===== src/rtl/exec_unit.sv =====
// Execution unit: WIDTH-bit W register, carry/zero flags, ALU with valid/ready handshake.
// Define EXEC_UNIT_MUL_EN to build the shift-add multiplier (opcode 12) and the H register.
module exec_unit #(
    parameter int unsigned WIDTH = 8
) (
    input  logic             clk,
    input  logic             reset,
    input  logic [3:0]       inst,
    input  logic [WIDTH-1:0] b,
    input  logic             in_valid,
    output logic             in_ready,
    output logic             busy,
    output logic             done,
    output logic [WIDTH-1:0] w,
    output logic [WIDTH-1:0] h,
    output logic             carry,
    output logic             zero
);

    localparam logic [3:0] OpLoad = 4'd0;
    localparam logic [3:0] OpAdd  = 4'd1;
    localparam logic [3:0] OpSub  = 4'd2;
    localparam logic [3:0] OpAnd  = 4'd3;
    localparam logic [3:0] OpOr   = 4'd4;
    localparam logic [3:0] OpXor  = 4'd5;
    localparam logic [3:0] OpNot  = 4'd6;
    localparam logic [3:0] OpShl  = 4'd7;
    localparam logic [3:0] OpShr  = 4'd8;
    localparam logic [3:0] OpAdc  = 4'd9;
    localparam logic [3:0] OpInc  = 4'd10;
    localparam logic [3:0] OpDec  = 4'd11;
    localparam logic [3:0] OpClrc = 4'd13;

    logic [WIDTH-1:0] w_q, w_d;
    logic             c_q, c_d;
    logic             z_q, z_d;
    logic             done_q, done_d;

    logic [WIDTH-1:0] alu_w;
    logic             alu_c;
    logic             alu_wr;
    logic             single_acc;

    logic [WIDTH:0] add_full, adc_full, sub_full, inc_full, dec_full;

    // Bit WIDTH of each extended result is the carry (or borrow) out.
    assign add_full = {1'b0, w_q} + {1'b0, b};
    assign adc_full = add_full + {{WIDTH{1'b0}}, c_q};
    assign sub_full = {1'b0, w_q} - {1'b0, b};
    assign inc_full = {1'b0, w_q} + {{WIDTH{1'b0}}, 1'b1};
    assign dec_full = {1'b0, w_q} - {{WIDTH{1'b0}}, 1'b1};

    always_comb begin
        alu_w  = w_q;
        alu_c  = c_q;
        alu_wr = 1'b0;
        case (inst)
            OpLoad: begin alu_w = b;                      alu_wr = 1'b1; end
            OpAdd:  begin {alu_c, alu_w} = add_full;      alu_wr = 1'b1; end
            OpSub:  begin {alu_c, alu_w} = sub_full;      alu_wr = 1'b1; end
            OpAnd:  begin alu_w = w_q & b;                alu_wr = 1'b1; end
            OpOr:   begin alu_w = w_q | b;                alu_wr = 1'b1; end
            OpXor:  begin alu_w = w_q ^ b;                alu_wr = 1'b1; end
            OpNot:  begin alu_w = ~w_q;                   alu_wr = 1'b1; end
            OpShl:  begin alu_c = w_q[WIDTH-1]; alu_w = w_q << 1; alu_wr = 1'b1; end
            OpShr:  begin alu_c = w_q[0];       alu_w = w_q >> 1; alu_wr = 1'b1; end
            OpAdc:  begin {alu_c, alu_w} = adc_full;      alu_wr = 1'b1; end
            OpInc:  begin {alu_c, alu_w} = inc_full;      alu_wr = 1'b1; end
            OpDec:  begin {alu_c, alu_w} = dec_full;      alu_wr = 1'b1; end
            OpClrc: alu_c = 1'b0;
            default: ;
        endcase
    end

`ifdef EXEC_UNIT_MUL_EN
    localparam int unsigned CW = $clog2(WIDTH + 1);
    localparam logic [3:0] OpMul = 4'd12;

    typedef enum logic {StIdle, StMul} state_t;

    state_t               state_q, state_d;
    logic [2*WIDTH-1:0]   mcand_q, mcand_d;
    logic [2*WIDTH-1:0]   prod_q, prod_d;
    logic [2*WIDTH-1:0]   prod_nx;
    logic [WIDTH-1:0]     mplier_q, mplier_d;
    logic [WIDTH-1:0]     h_q, h_d;
    logic [CW-1:0]        cnt_q, cnt_d;
    logic                 accept, mul_start, mul_fin;

    assign in_ready   = (state_q == StIdle);
    assign busy       = (state_q == StMul);
    assign h          = h_q;
    assign accept     = in_valid && in_ready;
    assign mul_start  = accept && (inst == OpMul);
    assign single_acc = accept && (inst != OpMul);
    assign mul_fin    = (state_q == StMul) && (cnt_q == CW'(1));
    assign prod_nx    = prod_q + (mplier_q[0] ? mcand_q : '0);

    always_comb begin
        state_d  = state_q;
        mcand_d  = mcand_q;
        prod_d   = prod_q;
        mplier_d = mplier_q;
        h_d      = h_q;
        cnt_d    = cnt_q;
        case (state_q)
            StIdle: begin
                if (mul_start) begin
                    state_d  = StMul;
                    mcand_d  = {{WIDTH{1'b0}}, b};
                    mplier_d = w_q;
                    prod_d   = '0;
                    cnt_d    = CW'(WIDTH);
                end
            end
            StMul: begin
                prod_d   = prod_nx;
                mcand_d  = mcand_q << 1;
                mplier_d = mplier_q >> 1;
                cnt_d    = cnt_q - CW'(1);
                if (mul_fin) begin
                    state_d = StIdle;
                    h_d     = prod_nx[2*WIDTH-1:WIDTH];
                end
            end
            default: state_d = StIdle;
        endcase
    end

    always_ff @(posedge clk) begin
        if (reset) begin
            state_q  <= StIdle;
            mcand_q  <= '0;
            prod_q   <= '0;
            mplier_q <= '0;
            h_q      <= '0;
            cnt_q    <= '0;
        end else begin
            state_q  <= state_d;
            mcand_q  <= mcand_d;
            prod_q   <= prod_d;
            mplier_q <= mplier_d;
            h_q      <= h_d;
            cnt_q    <= cnt_d;
        end
    end
`else
    assign in_ready   = 1'b1;
    assign busy       = 1'b0;
    assign h          = '0;
    assign single_acc = in_valid;
`endif

    always_comb begin
        w_d    = w_q;
        c_d    = c_q;
        z_d    = z_q;
        done_d = 1'b0;
`ifdef EXEC_UNIT_MUL_EN
        if (mul_fin) begin
            w_d    = prod_nx[WIDTH-1:0];
            c_d    = |prod_nx[2*WIDTH-1:WIDTH];
            z_d    = ~|prod_nx[WIDTH-1:0];
            done_d = 1'b1;
        end else
`endif
        if (single_acc) begin
            done_d = 1'b1;
            c_d    = alu_c;
            if (alu_wr) begin
                w_d = alu_w;
                z_d = ~|alu_w;
            end
        end
    end

    always_ff @(posedge clk) begin
        if (reset) begin
            w_q    <= '0;
            c_q    <= 1'b0;
            z_q    <= 1'b1;
            done_q <= 1'b0;
        end else begin
            w_q    <= w_d;
            c_q    <= c_d;
            z_q    <= z_d;
            done_q <= done_d;
        end
    end

    assign w     = w_q;
    assign carry = c_q;
    assign zero  = z_q;
    assign done  = done_q;

endmodule


===== config.mk =====
export PLATFORM = sky130hd
export DESIGN_NAME = exec_unit
export DESIGN_NICKNAME = d
export VERILOG_FILES = /design/src/rtl/exec_unit.sv
export SDC_FILE = /design/constraint.sdc
export NUM_CORES = 1
export LEC_CHECK = 0
export CORE_MARGIN = 2
export CORE_UTILIZATION = 45
export DETAILED_ROUTE_END_ITERATION = 10
export PLACE_DENSITY = 0.68
export REMOVE_ABC_BUFFERS = 1
export SLEW_MARGIN = 20
export SYNTH_ARGS = -nofsm -noshare
export SYNTH_HDL_FRONTEND = slang
export SYNTH_SLANG_ARGS = --single-unit

===== constraint.sdc =====
create_clock -name clk -period 4.9 [get_ports clk]
set_input_delay 0.735 -clock clk [delete_from_list [all_inputs] [get_ports clk]]
set_output_delay 0.735 -clock clk [all_outputs]
set_load 0.01 [all_outputs]

==> metrics.md, run 1 <==
| Metric | Value |
|---|---|
| Least-Margin Pin Slew | `684.2 ps` |
| Final-report hold violation count | `0` |
| Buffers & Inverters on Critical Path | `1` |
| Ys async rst share | `0` |
| DR iter-0 viols | `354` |
| Clock Pin Slew Worst Setup and Hold Paths | `60 ps` |
| Clock skew | `7.749 ps` |
| Number of I/O port buffers | `25` |
| Design area | `2844 µm²` |
| Met3 wire len | `733 µm` |
| Largest net degree at the start of global routing | `33` |
| Area grow syn2layout | `8.912%` |
| Routed Antenna Nets | `0` |
| Hold Path Depth | `2` |
| Sequential share of power | `0.221` |
| Crit. End Element | `register` |
| Routability congestion estimate from global placement | `0.9504` |
| Num CTS Buffers | `3` |
| Gr usage total | `0.2732` |
| Slew Viols, Final | `0` |
| Post-CTS setup buffers | `0` |
| DR vias | `2893` |
| Number of global-route vias before repair | `2714` |
| Pleak | `0.001156 µW` |
| Post-synth top area cell | `ha_1` |
| Crit path largest cell delay | `610 ps` |
| Max-Cap Viols | `0` |
| Routed wl met2 | `3829 µm` |
| Share of cells above drive strength 1 | `0.05305` |
| Critical path's slowest cell | `a2111oi_0` |
| Power Dens Cells | `190.4 nW/µm²` |
| RSZ-0062 raised after global routing | `false` |
| Cells after Synth | `373` |
| Grt ovf | `0` |
| Starting Density | `0.4713` |
| Setup TNS Final | `0 ps` |
| Syn. warnings | `0` |
| CTS tree | `yes` |
| CP required | `5070 ps` |
| Routed met1 length | `3773 µm` |
| Clk_lat worst skew | `250 ps` |
| Max_slew headroom | `0.5422` |
| Clk sinks | `11` |
| Reg2reg path depth | `10` |
| Most frequent cells in the layout | `nor2_1, ha_1, nand2_1` |
| Commonest non-fill, non-tap cell in the layout | `nor2_1` |
| Startpoint Class | `primary input` |
| CTS H-tree depth | `1` |
| Pint | `287.8 µW` |
| Core Footprint | `5540 µm²` |
| # resized after CTS | `0` |
| Pre-antenna DRT Iters | `5` |
| Critical path cell sequence | `clkdlybuf4s50_1 > ha_1 > fa_1 > a211o_1 > and3_1 > o22ai_2 > nand4_1 > a2111oi_0 > mux2i_1 > nand2_1 > a31oi_1` |
| Crit. path cell count | `11` |
| DP Area | `2799 µm²` |
| Footprint of the multi-input gates | `2107 µm²` |
| N_diodes | `0` |
| Drt total wl | `8587 µm` |
| Hold Buf Count CTS | `0` |
| Yosys top cell area share | `0.1342` |
| DR top layer | `met4` |
| CP arrival | `3980 ps` |
| Peak supply drop | `0.00008396 V` |
| Die height | `80.18 µm` |
| Vias per cell | `6.443` |
| FILL cells | `573` |
| Die width | `80.18 µm` |
| Sw Ratio | `0.4685` |
| Fmax | `262.7 MHz` |
| Area of the mapped netlist | `2611 µm²` |
| Top Family by Delay on Critical Path | `compound AO/OA/AOI/OAI gates` |
| Combinational fraction of design power | `0.592` |
| Seq/Total Area, Yosys | `0.08433` |
| Avg Cell Area, Syn | `7.001 µm²` |
| Die area | `6428 µm²` |
| # DRC | `0` |
| Hold crit path type | `reg2reg` |
| Register area | `220.2 µm²` |
| Status | `finished clean` |
| Clock Power Share | `0.187` |
| Tmin final | `3807 ps` |
| Synth top area cells | `ha_1, dfxtp_1, xnor2_1` |
| Ys flop type | `dfxtp_1` |
| Maximum root-to-sink buffer count | `2` |
| #FFs+latches synth | `11` |
| Initial antenna violation count | `0` |
| Io pins | `36` |
| Post-synth EDFFs | `0` |
| First-pass GRT wire length | `13690 µm` |
| CTS root buffer | `clkbuf_8` |
| CP Class | `in2reg` |
| Setup Viol. Count Final | `0` |
| CP max FO | `7` |
| Routed WL per cell | `19.12 µm` |
| P_sw | `253.7 µW` |
| Final period util | `0.7769` |
| Cell variety after synth | `67` |
| Row count | `27` |
| Final HPWL DP | `6458 µm` |
| Final net count | `423` |
[cells in the mapped netlist, types with 5 or more instances]
cell type	number
buf_2	8
nor2_1	29
buf_4	11
mux2i_1	6
nand3_1	22
xnor2_1	19
o21ai_0	24
and3_1	5
inv_1	25
nand2_1	27
a211oi_1	11
dfxtp_1	11
clkbuf_1	14
nor3_1	10
o211ai_1	5
a21oi_1	20
o22ai_1	6
a31oi_1	7
ha_1	28
[final timing paths]
kind                      from            endpoint  slack (ps)
max                       b[0]  carry$_SDFFE_PP0P_        1090
min          zero$_SDFFE_PP1P_   zero$_SDFFE_PP1P_         510
max reg2reg  w[3]$_SDFFE_PP0P_  carry$_SDFFE_PP0P_        1530
min reg2reg  zero$_SDFFE_PP1P_   zero$_SDFFE_PP1P_         510
[power groups by stage]
stage	logic, µW	registers (µW)	clock network, µW
after global placement	311	121	0
after CTS	313	119	98.2
after floorplan	209	117	0
after global routing	349	121	103
final	321	119	101
after detailed placement	312	121	0
[worst min-delay path: cells and delay by family (launching register included)]
family,cells,cell delay [ps]
DFF,1,340
AOI/OAI and AO/OA,2,140
[cell type report]
| class | count | share of cell area |
|---|---|---|
| Clock buffer | 4 | 0.01584 |
| Tap cell | 72 | 0.03168 |
| Timing Repair Buffer | 29 | 0.09855 |
| Multi-Input combinational cell | 306 | 0.7409 |
| Sequential cell | 11 | 0.07743 |
| Inverter | 27 | 0.03564 |
[registers in the layout (all words and copies together), names as in the netlist]
| signal | count |
|---|---|
| w | 8 |
| carry | 1 |
| done | 1 |
| zero | 1 |
[routing by layer]
layer | up-vias | GRT usage
li1 | 1345 | -
met1 | 1358 | 0.3563
met2 | 166 | 0.4467
met3 | 24 | 0.04157
met4 | 0 | 0.1119
met5 | - | 0
[kinds of logic (layout without fill, tap and decap cells)]
group	count (synthesis)	after routing	synth area share
flip-flops	11	11	0.08433
AO/OA/AOI/OAI	117	117	0.3134
AND/OR/NAND/NOR	118	118	0.2195
adder cells (fa/ha/maj)	30	30	0.1495
XOR/XNOR	23	23	0.07714
other	2	10	0.002876
multiplexers	8	8	0.03306
buffers and inverters	64	60	0.1203
[per-stage QoR]
stage | power (µW) | instances | worst slack, ps | hold slack [ps] | util
after floorplan | 326.3 | 344 | 1730 | 502.4 | -
after global placement | 431.4 | 445 | 985.3 | 485.6 | 0.5052
after detailed placement | 432.5 | 445 | 978.4 | 474.3 | 0.5052
after CTS | 530.5 | 449 | 1176 | 497.7 | 0.5133
after global routing | 574.1 | 449 | 920.3 | 538.0 | 0.5133
final | 541.5 | 449 | 1093 | 506.2 | 0.5133
(Power assumes the default switching activity.)
==> run 2: changes to the inputs <==
--- a/config.mk
+++ b/config.mk
@@ -8,7 +8,7 @@
 export CORE_MARGIN = 2
 export CORE_UTILIZATION = 45
 export DETAILED_ROUTE_END_ITERATION = 10
-export PLACE_DENSITY = 0.68
+export PLACE_DENSITY = 0.7
 export REMOVE_ABC_BUFFERS = 1
 export SLEW_MARGIN = 20
 export SYNTH_ARGS = -nofsm -noshare
==> constraint.sdc (replaced) <==
create_clock -name clk -period 3.06 [get_ports clk]
set_input_delay 0.459 -clock clk [delete_from_list [all_inputs] [get_ports clk]]
set_output_delay 0.459 -clock clk [all_outputs]
set_load 0.01 [all_outputs]
==> run 2 against run 1 <==
Effect of this change: total power rose by 91%; clock skew down 0.65 ps; worst hold slack improved by 3.5 ps; critical endpoint is now zero$_SDFFE_PP1P_; largest power group unchanged.
==> metrics.md, run 2 (synthesized netlist as in run 1, its figures left out) <==
| Metric | Value |
|---|---|
| Clock Pin Slew Worst Setup and Hold Paths | `50 ps (about the same)` |
| CP required | `3200 ps (-1870 ps)` |
| Final period util | `0.9737` |
| Drt total wl | `9622 µm (+12%)` |
| Routability congestion estimate from global placement | `1.031 (+8.4%)` |
| Clk_lat worst skew | `240 ps (about the same)` |
| Crit. End Element | `register` |
| DR vias | `3166 (+9.4%)` |
| Peak supply drop | `0.0001574 V (+88%)` |
| Fmax | `335.6 MHz` |
| CP max FO | `3 (-4)` |
| Area grow syn2layout | `35.89%` |
| Clk sinks | `11 (unchanged)` |
| Die width | `80.18 µm (unchanged)` |
| Routed WL per cell | `18.29 µm (-4.4%)` |
| CTS H-tree depth | `1 (unchanged)` |
| Die height | `80.18 µm (unchanged)` |
| Routed Antenna Nets | `0 (unchanged)` |
| Maximum root-to-sink buffer count | `2 (unchanged)` |
| Design area | `3548 µm² (+25%)` |
| Setup TNS Final | `0 ps (unchanged)` |
| Final HPWL DP | `7533 µm (+17%)` |
| Largest register FFs | `8 (unchanged)` |
| Number of global-route vias before repair | `3100 (+14%)` |
| # DRC | `0 (unchanged)` |
| Io pins | `36 (unchanged)` |
| Slew Viols, Final | `0 (unchanged)` |
| Hold Startpoint | `zero$_SDFFE_PP1P_` |
| Num CTS Buffers | `3 (unchanged)` |
| CP Class | `in2reg` |
| Startpoint Class | `primary input` |
| Pre-antenna DRT Iters | `5 (unchanged)` |
| CTS tree | `yes` |
| Final net count | `500 (+18%)` |
| RSZ-0062 raised after global routing | `true` |
| Setup Viol. Count Final | `0 (unchanged)` |
| Hold Buf Count CTS | `0 (unchanged)` |
| Die area | `6428 µm² (unchanged)` |
| Pint | `579.5 µW (+100%)` |
| DR iter-0 viols | `305 (-14%)` |
| Sequential share of power | `0.162 (-0.059)` |
| Number of I/O port buffers | `25 (unchanged)` |
| Least-Margin Pin Slew | `622.7 ps (-61.49 ps)` |
| Footprint of the multi-input gates | `2233 µm² (+6.0%)` |
| Clock skew | `7.103 ps (-0.6463 ps)` |
| Status | `finished clean` |
| Reg2Reg Launch Point | `w[0]$_SDFFE_PP0P_` |
| Power Dens Cells | `290.9 nW/µm² (+53%)` |
| Clock Power Share | `0.151 (-0.036)` |
| Crit path from | `b[0]` |
| First-pass GRT wire length | `15460 µm (+13%)` |
| Grt ovf | `0 (unchanged)` |
| N_diodes | `0 (unchanged)` |
| Sw Ratio | `0.4385 (-0.02998)` |
| Commonest non-fill, non-tap cell in the layout | `buf_4` |
| Hold crit path type | `reg2reg` |
| Max-Cap Viols | `0 (unchanged)` |
| Core Footprint | `5540 µm² (unchanged)` |
| Final-report hold violation count | `0 (unchanged)` |
| CTS root buffer | `clkbuf_8` |
| Util after Layout | `0.6405 (+0.1271)` |
| Register area | `220.2 µm² (unchanged)` |
| P_sw | `452.7 µW (+78%)` |
| Pleak | `0.001552 µW (+34%)` |
| Share of cells above drive strength 1 | `0.2599 (+0.2069)` |
| Combinational fraction of design power | `0.687 (+0.095)` |
| Row count | `27 (unchanged)` |
| Tmin final | `2980 ps` |
| Hold_ws | `509.7 ps (+3.512 ps)` |
| Starting Density | `0.4713 (unchanged)` |
| DP Area | `3362 µm² (+20%)` |
| Max_slew headroom | `0.5816 (+0.03948)` |
| FILL cells | `520 (-9.2%)` |
| Most frequent cells in the layout | `buf_4, nor2_1, nand2_1` |
| Initial antenna violation count | `0 (unchanged)` |
| CP arrival | `3120 ps (-860 ps)` |
| Largest net degree at the start of global routing | `16 (-52%)` |
| Gr usage total | `0.3109 (+0.03774)` |
| Vias per cell | `6.019 (-6.6%)` |
==> run 2: final timing paths <==
check	to	slack (ps)	cells after the start
max reg2reg	zero$_SDFFE_PP1P_	130	11
min reg2reg	zero$_SDFFE_PP1P_	510	2
max	zero$_SDFFE_PP1P_	80	12
min	zero$_SDFFE_PP1P_	510	2
==> run 2: routing by layer <==
metal  up-vias  global-route usage  wire length [µm]
met2       185              0.5092              4450
met5         -                   0                 0
met4         0              0.1237               344
met3        33             0.02921               753
li1       1497                   -                 -
met1      1451              0.4175              4074
==> run 2: cell type report <==
type | count | area share
clock buffers | 4 | 0.01269
inverters | 27 | 0.02856
multi-input cells | 306 | 0.6294
flip-flops and latches | 11 | 0.06206
well taps | 72 | 0.02539
repair buffers | 106 | 0.2419
==> run 2: stage by stage <==
stage | instances | total power (µW) | setup WS, ps
after floorplan | 344 | 522.5 | 140.8
after global placement | 520 | 812.7 | -378.7
after detailed placement | 520 | 816.8 | -454.7
after CTS | 525 | 992.5 | 0.3306
after global routing | 526 | 1100 | -11.21
final | 526 | 1032 | 80.36
==> run 2: critical path, cell delays in order <==
cell	delay, ps
dlygate4sd2_1	270
ha_2	220
fa_2	540
ha_2	210
xnor2_1	70
a21o_1	170
a21oi_1	150
nor2_1	60
o21ai_1	110
nand3_1	110
or4_4	550
o41ai_2	210
==> run 2: timing repair <==
| action | 4_1_cts | 5_1_grt |
|---|---|---|
| setup buffers | 1 | 1 |
| pin swaps | 5 | 12 |
| endpoints found under the setup margin | 4 | 5 |
| resized for setup | 13 | 17 |
| endpoints found under the hold margin | 0 | 0 |
==> run 2: power by group through the flow <==
stage / combinational, µW / clock [µW] / sequential [µW]
floorplan: 335 / 0 / 188
CTS: 666 / 159 / 167
finish: 709 / 156 / 167
global route: 768 / 163 / 169
global placement: 643 / 0 / 169
detailed placement: 647 / 0 / 170
